==> config.mk <==
export PLATFORM = sky130hd
export DESIGN_NAME = pipeline_hazard_ctrl
export DESIGN_NICKNAME = d
export VERILOG_FILES = /design/src/rtl/pipeline_hazard_ctrl_pkg.sv /design/src/rtl/pipeline_hazard_ctrl_mem_wait_timer.sv /design/src/rtl/pipeline_hazard_ctrl.sv
export SDC_FILE = /design/constraint.sdc
export NUM_CORES = 1
export LEC_CHECK = 0
export CORE_MARGIN = 1.5
export CORE_UTILIZATION = 35
export DETAILED_ROUTE_END_ITERATION = 8
export PLACE_DENSITY = 0.94
export SYNTH_ARGS = -nofsm -noshare
export SYNTH_HDL_FRONTEND = slang
export SYNTH_SLANG_ARGS = --single-unit
==> constraint.sdc <==
create_clock -name clk -period 2.9 [get_ports clk]
set_input_delay 0.725 -clock clk [delete_from_list [all_inputs] [get_ports clk]]
set_output_delay 0.725 -clock clk [all_outputs]
set_load 0.005 [all_outputs]
==> src/rtl/pipeline_hazard_ctrl_pkg.sv <==
// -----------------------------------------------------------------------------
// pipeline_hazard_ctrl_pkg
// Shared types and constants for the 5-stage pipeline hazard controller:
//   pipe_ctrl_state_e : sequencer states (RUN, MEM_WAIT, FAULT)
//   pipe_ctrl_t       : the nine enable/flush signals driven into the datapath
//   NOP_INSTR         : encoding loaded into IF/ID on flush (addi x0,x0,0)
//   TMR_W             : width of the memory-wait counter (MEM_TIMEOUT <= 255)
// Helper functions return the canonical control patterns.
// -----------------------------------------------------------------------------
package pipeline_hazard_ctrl_pkg;

   typedef enum logic [1:0] {
      RUN      = 2'd0,
      MEM_WAIT = 2'd1,
      FAULT    = 2'd2
   } pipe_ctrl_state_e;

   typedef struct packed {
      logic pc_write;
      logic pc_src_branch;
      logic if_id_write;
      logic if_id_flush;
      logic id_ex_write;
      logic id_ex_flush;
      logic ex_mem_write;
      logic ex_mem_flush;
      logic mem_wb_bubble;
   } pipe_ctrl_t;

   localparam logic [31:0] NOP_INSTR = 32'h00000013;
   localparam int          TMR_W     = 8;

   // Free-running pipeline: every register advances, nothing flushed.
   function automatic pipe_ctrl_t ctrl_run();
      pipe_ctrl_t c;
      c               = '0;
      c.pc_write      = 1'b1;
      c.if_id_write   = 1'b1;
      c.id_ex_write   = 1'b1;
      c.ex_mem_write  = 1'b1;
      return c;
   endfunction

   // Held in reset: nothing written, every stage presents a bubble.
   function automatic pipe_ctrl_t ctrl_reset();
      pipe_ctrl_t c;
      c               = '0;
      c.if_id_flush   = 1'b1;
      c.id_ex_flush   = 1'b1;
      c.ex_mem_flush  = 1'b1;
      c.mem_wb_bubble = 1'b1;
      return c;
   endfunction

   // Whole pipeline frozen behind MEM; WB receives a bubble each cycle.
   function automatic pipe_ctrl_t ctrl_freeze();
      pipe_ctrl_t c;
      c               = '0;
      c.mem_wb_bubble = 1'b1;
      return c;
   endfunction

endpackage

==> src/rtl/pipeline_hazard_ctrl_mem_wait_timer.sv <==
// -----------------------------------------------------------------------------
// mem_wait_timer
// Counts consecutive frozen memory-wait cycles and flags when the count has
// reached MEM_TIMEOUT.
// Ports:
//   clk, rst   : clock, asynchronous active-high reset
//   i_clr      : synchronous clear (has priority over i_en)
//   i_en       : increment this cycle
//   o_expired  : count equals MEM_TIMEOUT
// -----------------------------------------------------------------------------
module mem_wait_timer
   import pipeline_hazard_ctrl_pkg::*;
#(
   parameter int unsigned MEM_TIMEOUT = 15
) (
   input  logic clk,
   input  logic rst,
   input  logic i_clr,
   input  logic i_en,
   output logic o_expired
);

   logic [TMR_W-1:0] r_cnt;

   always_ff @(posedge clk or posedge rst) begin
      if (rst) begin
         r_cnt <= '0;
      end else if (i_clr) begin
         r_cnt <= '0;
      end else if (i_en) begin
         r_cnt <= r_cnt + 1'b1;
      end
   end

   assign o_expired = (r_cnt == TMR_W'(MEM_TIMEOUT));

endmodule

==> src/rtl/pipeline_hazard_ctrl.sv <==
// -----------------------------------------------------------------------------
// pipeline_hazard_ctrl
// Stall/flush sequencer for the 5-stage RV32 pipeline. Resolves load-use
// hazards (1-cycle bubble), taken branches resolved in MEM (3-cycle flush) and
// multi-cycle data-memory accesses (full freeze, with timeout into FAULT).
// Optional performance counters are built only when PIPE_PERF_CNT_EN is
// defined; otherwise the counter ports read as zero.
// Ports:
//   clk, rst                     : clock, asynchronous active-high reset
//   id_rs1, id_rs2, id_uses_rs2  : source registers of the ID instruction
//   ex_mem_read, ex_rd           : load indication and rd held in ID/EX
//   mem_branch_taken             : branch in MEM resolved taken
//   mem_access, dmem_ready       : MEM stage access and memory handshake
//   pc_write .. mem_wb_bubble    : enables/flushes for PC and pipe registers
//   mem_timeout                  : sticky fault flag (FAULT state)
//   stall_lu_cnt, stall_mem_cnt, flush_cnt : performance counters
// -----------------------------------------------------------------------------
module pipeline_hazard_ctrl
   import pipeline_hazard_ctrl_pkg::*;
#(
   parameter int unsigned MEM_TIMEOUT = 15,
   parameter int          CNT_W       = 32
) (
   input  logic             clk,
   input  logic             rst,
   input  logic [4:0]       id_rs1,
   input  logic [4:0]       id_rs2,
   input  logic             id_uses_rs2,
   input  logic             ex_mem_read,
   input  logic [4:0]       ex_rd,
   input  logic             mem_branch_taken,
   input  logic             mem_access,
   input  logic             dmem_ready,
   output logic             pc_write,
   output logic             pc_src_branch,
   output logic             if_id_write,
   output logic             if_id_flush,
   output logic             id_ex_write,
   output logic             id_ex_flush,
   output logic             ex_mem_write,
   output logic             ex_mem_flush,
   output logic             mem_wb_bubble,
   output logic             mem_timeout,
   output logic [CNT_W-1:0] stall_lu_cnt,
   output logic [CNT_W-1:0] stall_mem_cnt,
   output logic [CNT_W-1:0] flush_cnt
);

   pipe_ctrl_state_e r_state;
   pipe_ctrl_state_e w_next;
   pipe_ctrl_t       w_ctrl;
   logic             w_load_use;
   logic             w_advance;
   logic             w_tmr_en;
   logic             w_tmr_clr;
   logic             w_tmr_expired;
   logic             w_lu_evt;
   logic             w_br_evt;
   logic             w_mem_evt;

   // x0 never creates a dependency, so a load into x0 cannot stall.
   assign w_load_use = ex_mem_read && (ex_rd != 5'd0) &&
                       ((ex_rd == id_rs1) || (id_uses_rs2 && (ex_rd == id_rs2)));

   mem_wait_timer #(
      .MEM_TIMEOUT (MEM_TIMEOUT)
   ) u_timer (
      .clk       (clk),
      .rst       (rst),
      .i_clr     (w_tmr_clr),
      .i_en      (w_tmr_en),
      .o_expired (w_tmr_expired)
   );

   always_ff @(posedge clk or posedge rst) begin
      if (rst) begin
         r_state <= RUN;
      end else begin
         r_state <= w_next;
      end
   end

   always_comb begin
      w_next    = r_state;
      w_ctrl    = ctrl_run();
      w_advance = 1'b0;
      w_tmr_en  = 1'b0;
      w_tmr_clr = 1'b0;
      w_lu_evt  = 1'b0;
      w_br_evt  = 1'b0;
      w_mem_evt = 1'b0;

      if (rst) begin
         w_ctrl = ctrl_reset();
         w_next = RUN;
      end else begin
         unique case (r_state)
            RUN: begin
               // Memory wait outranks branch and load-use (also covers the
               // illegal access+branch combination).
               if (mem_access && !dmem_ready) begin
                  w_ctrl    = ctrl_freeze();
                  w_next    = MEM_WAIT;
                  w_tmr_en  = 1'b1;
                  w_mem_evt = 1'b1;
               end else begin
                  w_advance = 1'b1;
               end
            end
            MEM_WAIT: begin
               if (dmem_ready) begin
                  // Release cycle behaves exactly like RUN; hazards held
                  // stable during the freeze are evaluated now.
                  w_next    = RUN;
                  w_tmr_clr = 1'b1;
                  w_advance = 1'b1;
               end else if (w_tmr_expired) begin
                  w_ctrl    = ctrl_freeze();
                  w_next    = FAULT;
                  w_mem_evt = 1'b1;
               end else begin
                  w_ctrl    = ctrl_freeze();
                  w_tmr_en  = 1'b1;
                  w_mem_evt = 1'b1;
               end
            end
            FAULT: begin
               w_ctrl = ctrl_freeze();
            end
            default: begin
               w_ctrl = ctrl_freeze();
               w_next = RUN;
            end
         endcase

         if (w_advance) begin
            if (mem_branch_taken) begin
               // The load-use victim is flushed anyway, so no stall here.
               w_ctrl.pc_src_branch = 1'b1;
               w_ctrl.if_id_flush   = 1'b1;
               w_ctrl.id_ex_flush   = 1'b1;
               w_ctrl.ex_mem_flush  = 1'b1;
               w_br_evt             = 1'b1;
            end else if (w_load_use) begin
               w_ctrl.pc_write    = 1'b0;
               w_ctrl.if_id_write = 1'b0;
               w_ctrl.id_ex_flush = 1'b1;
               w_lu_evt           = 1'b1;
            end
         end
      end
   end

   assign pc_write      = w_ctrl.pc_write;
   assign pc_src_branch = w_ctrl.pc_src_branch;
   assign if_id_write   = w_ctrl.if_id_write;
   assign if_id_flush   = w_ctrl.if_id_flush;
   assign id_ex_write   = w_ctrl.id_ex_write;
   assign id_ex_flush   = w_ctrl.id_ex_flush;
   assign ex_mem_write  = w_ctrl.ex_mem_write;
   assign ex_mem_flush  = w_ctrl.ex_mem_flush;
   assign mem_wb_bubble = w_ctrl.mem_wb_bubble;
   assign mem_timeout   = (r_state == FAULT);

`ifdef PIPE_PERF_CNT_EN
   logic [CNT_W-1:0] r_stall_lu_cnt;
   logic [CNT_W-1:0] r_stall_mem_cnt;
   logic [CNT_W-1:0] r_flush_cnt;

   function automatic logic [CNT_W-1:0] sat_inc(input logic [CNT_W-1:0] v);
      return (&v) ? v : v + 1'b1;
   endfunction

   always_ff @(posedge clk or posedge rst) begin
      if (rst) begin
         r_stall_lu_cnt  <= '0;
         r_stall_mem_cnt <= '0;
         r_flush_cnt     <= '0;
      end else begin
         if (w_lu_evt)  r_stall_lu_cnt  <= sat_inc(r_stall_lu_cnt);
         if (w_mem_evt) r_stall_mem_cnt <= sat_inc(r_stall_mem_cnt);
         if (w_br_evt)  r_flush_cnt     <= sat_inc(r_flush_cnt);
      end
   end

   assign stall_lu_cnt  = r_stall_lu_cnt;
   assign stall_mem_cnt = r_stall_mem_cnt;
   assign flush_cnt     = r_flush_cnt;
`else
   logic w_unused;
   assign w_unused      = &{1'b0, w_lu_evt, w_br_evt, w_mem_evt};
   assign stall_lu_cnt  = '0;
   assign stall_mem_cnt = '0;
   assign flush_cnt     = '0;
`endif

endmodule
==> impl_metrics.yaml <==
global_route:
  grt_pass1_wl_um: 3620
  track_usage_pct: 9.26
  grt_max_degree: 12
  grt_pass1_vias: 840
  grt-ovfl-total: 0
  antenna_found_initial: 0
floorplan:
  die_area_mm2: 0.00479
  fp.dieH_um: 69.2
  die_x_um: 69.2
  num_rows: 23
  io_pins: 128
  core-area_mm2: 0.00412
  start_util_pct: 37.3
place:
  place_ws_ns: -0.525
  dp_hpwl_um: 2110
  io_buffers: 31
  gp_congestion: 0.833
sta:
  fin_ws_ns: 0.0150
  setup_viol: 0
  fin_skew_ns: 0.00158
  hold_violations: 0
  tns_ns: 0
  final_max_slew_viol_count: 0
  fmax_mhz: 347
  period_share_pct: 99.5
  fin_crit_ns: 2.88
routing:
  wl_per_cell_um: 9.69
  dr.pass1.iters: 4
  num_vias: 1091
  viasPerCell: 3.86
  drt_iter0_markers: 22
  final_antenna_net_count: 0
  drc_errors: 0
  wirelength_um: 2740
setup_path:
  critical_path.max_fanout: 3
  endpoint_kind: "output pin"
  reg2reg_depth: 4
  crit_slowest_cell: "clkdlybuf4s50_1"
  cp-startpoint: "dmem_ready"
  crit_buf_inv: 3
  crit_path_frequent_cell: "clkdlybuf4s50_1"
  cp_cell_sequence: "clkdlybuf4s50_1, o21ba_2, a21oi_2, inv_1, clkdlybuf4s50_1"
  startpoint_type: "input port"
  reg2reg_from: "r_state[1]"
  worstPathArrival_ns: 2.16
  crit_cells: 5
  path_class: "input port to output pin"
  cpPeakStageDelay_ns: 0.48
  cp.required_ns: 2.17
  cpLargestDelayFamily: "buffers and inverters"
cts:
  clock_latency_ns: 0.24
  cts.sinks: 10
  cts_buffers: 3
  cts_tree: "yes"
  cts_buffer_depth: 2
  h-tree-depth: 1
  clkTransAtPathRegs_ns: 0.05
  hold_buffers: 0
  root_buffer: "clkbuf_8"
layout:
  nFillCells: 401
  area_delta_synth_final_pct: 12.6
  layout_common_cells: "conb_1 (96), clkdlybuf4s50_1 (17), buf_4 (15), dfrtp_1 (10), xor2_1 (8)"
  num_antenna_cells: 0
  layout-drive-gt1-share_pct: 15.9
  layout.nets: 257
  final_common_cell: "conb_1"
  utilization_pct: 42.0
run_status:
  status: "finished clean"
logic_synthesis:
  synth-seq-cells: 10
  synth_seq_area_share_pct: 16.3
  synthDistinctLibCells: 36
  synth_cells: 187
  netlist_area_mm2: 0.00154
  syn_avg_cell_area_um2: 8.21
  yosysWarnings: 0
power_and_ir_drop:
  power_density_mw_per_mm2: 324
  power_w: 0.000559
  max-vdd-ir-drop_mv: 0.102
  leakage_nw: 0.942
hold_path:
  hp-start: "u_timer.r_cnt[2]"
  hold_depth: 1
  hold_class: "register to register"
flow_run:
  drv_cap: 0
==> per-stage QoR <==
stage	instances	hold slack, ns	area, um^2
2_1_floorplan	282	0.472	1890
3_3_place_gp	273	0.508	1590
3_5_place_dp	273	0.516	1590
4_1_cts	281	0.521	1660
5_1_grt	283	0.544	1730
6_report	283	0.520	1730
==> timing repair <==
item	4_1_cts	5_1_grt
buffers inserted	5	2
resized for setup	18	14
setup endpoints to repair	6	6
pin swaps	9	10
==> cell usage after synthesis (all sizes together) <==
cell type | n | area share, %
nor4b | 3 | 3.7
a21boi | 2 | 0.98
a21oi | 6 | 2.0
a22oi | 1 | 0.81
and3 | 3 | 1.2
mux2i | 3 | 2.0
nand2 | 6 | 1.5
o31a | 1 | 0.57
nor2b | 1 | 0.41
a31oi | 1 | 0.41
or4 | 3 | 1.5
buf | 99 | 48
o21ai | 5 | 1.6
xor2 | 9 | 5.1
or3 | 1 | 0.49
nand2b | 1 | 0.41
o21bai | 1 | 0.49
nand4b | 1 | 0.57
nor3 | 4 | 1.3
xnor2 | 1 | 0.57
nand4 | 1 | 0.41
ha | 1 | 0.81
inv | 4 | 0.98
and2 | 1 | 0.49
o31ai | 2 | 0.98
nand3 | 4 | 1.3
o211ai | 1 | 0.49
dfrtp | 10 | 16
a32oi | 1 | 0.57
o21ba | 1 | 0.65
nor4 | 2 | 0.81
o2111ai | 1 | 0.57
nor2 | 4 | 0.98
a21o | 1 | 0.49
conb | 1 | 0.24
==> report_power, final <==
part	switching (W)	internal [W]	total, W	leakage, nW
Sequential	0.0000294	0.000167	0.000196	0.134
Combinational	0.0000978	0.0000892	0.000187	0.779
Clock	0.0000568	0.000120	0.000176	0.0288
==> worst reg2reg max path, stage by stage (launching register included) <==
cell and delay (ns):
dfrtp_1 0.49, nor4b_4 0.38, a22oi_2 0.16, or4_1 0.48, a21oi_1 0.16
==> layer usage <==
metal	track usage, %	up-vias	wire (um)
met5	0	-	0
met4	4.36	0	32
met3	3.05	3	246
met2	16.7	69	1460
met1	9.64	493	1000
li1	-	526	-
==> cell families (layout without fill, tap and decap cells) <==
logic type	after synthesis	after routing	share of synthesized area [%]
other	1	96	0.244
muxes	3	3	1.96
adders and majority gates	1	1	0.815
buffers and inverters	103	54	49.4
xor gates and xnor gates	10	10	5.71
AOI/OAI and AO/OA	24	24	10.6
DFF	10	10	16.3
and+or+nand+nor	35	35	15.0
==> worst paths after layout <==
path	endpoint	slack [ns]
worst min-delay path	u_timer.r_cnt[2]	0.52
min in group asynchronous	r_state[0]	0.92
worst max-delay path	if_id_flush	0.02
worst min register to register	u_timer.r_cnt[2]	0.52
max in group asynchronous	u_timer.r_cnt[6]	1.83
worst max register to register	u_timer.r_cnt[6]	1.15
==> flip-flops by register name (all words and copies together) (netlist names) <==
name / count
u_timer.r_cnt: 8
r_state: 2
==> final cells by class <==
class | count | area, um^2 | area share (%)
tap | 50 | 62.6 | 3.62
clock buffer | 4 | 55.1 | 3.19
timing repair buffer | 46 | 417 | 24.1
inverter | 4 | 15.0 | 0.869
multi-input combinational | 169 | 928 | 53.7
sequential | 10 | 250 | 14.5
Note: power is estimated with default switching activity, not from simulation.
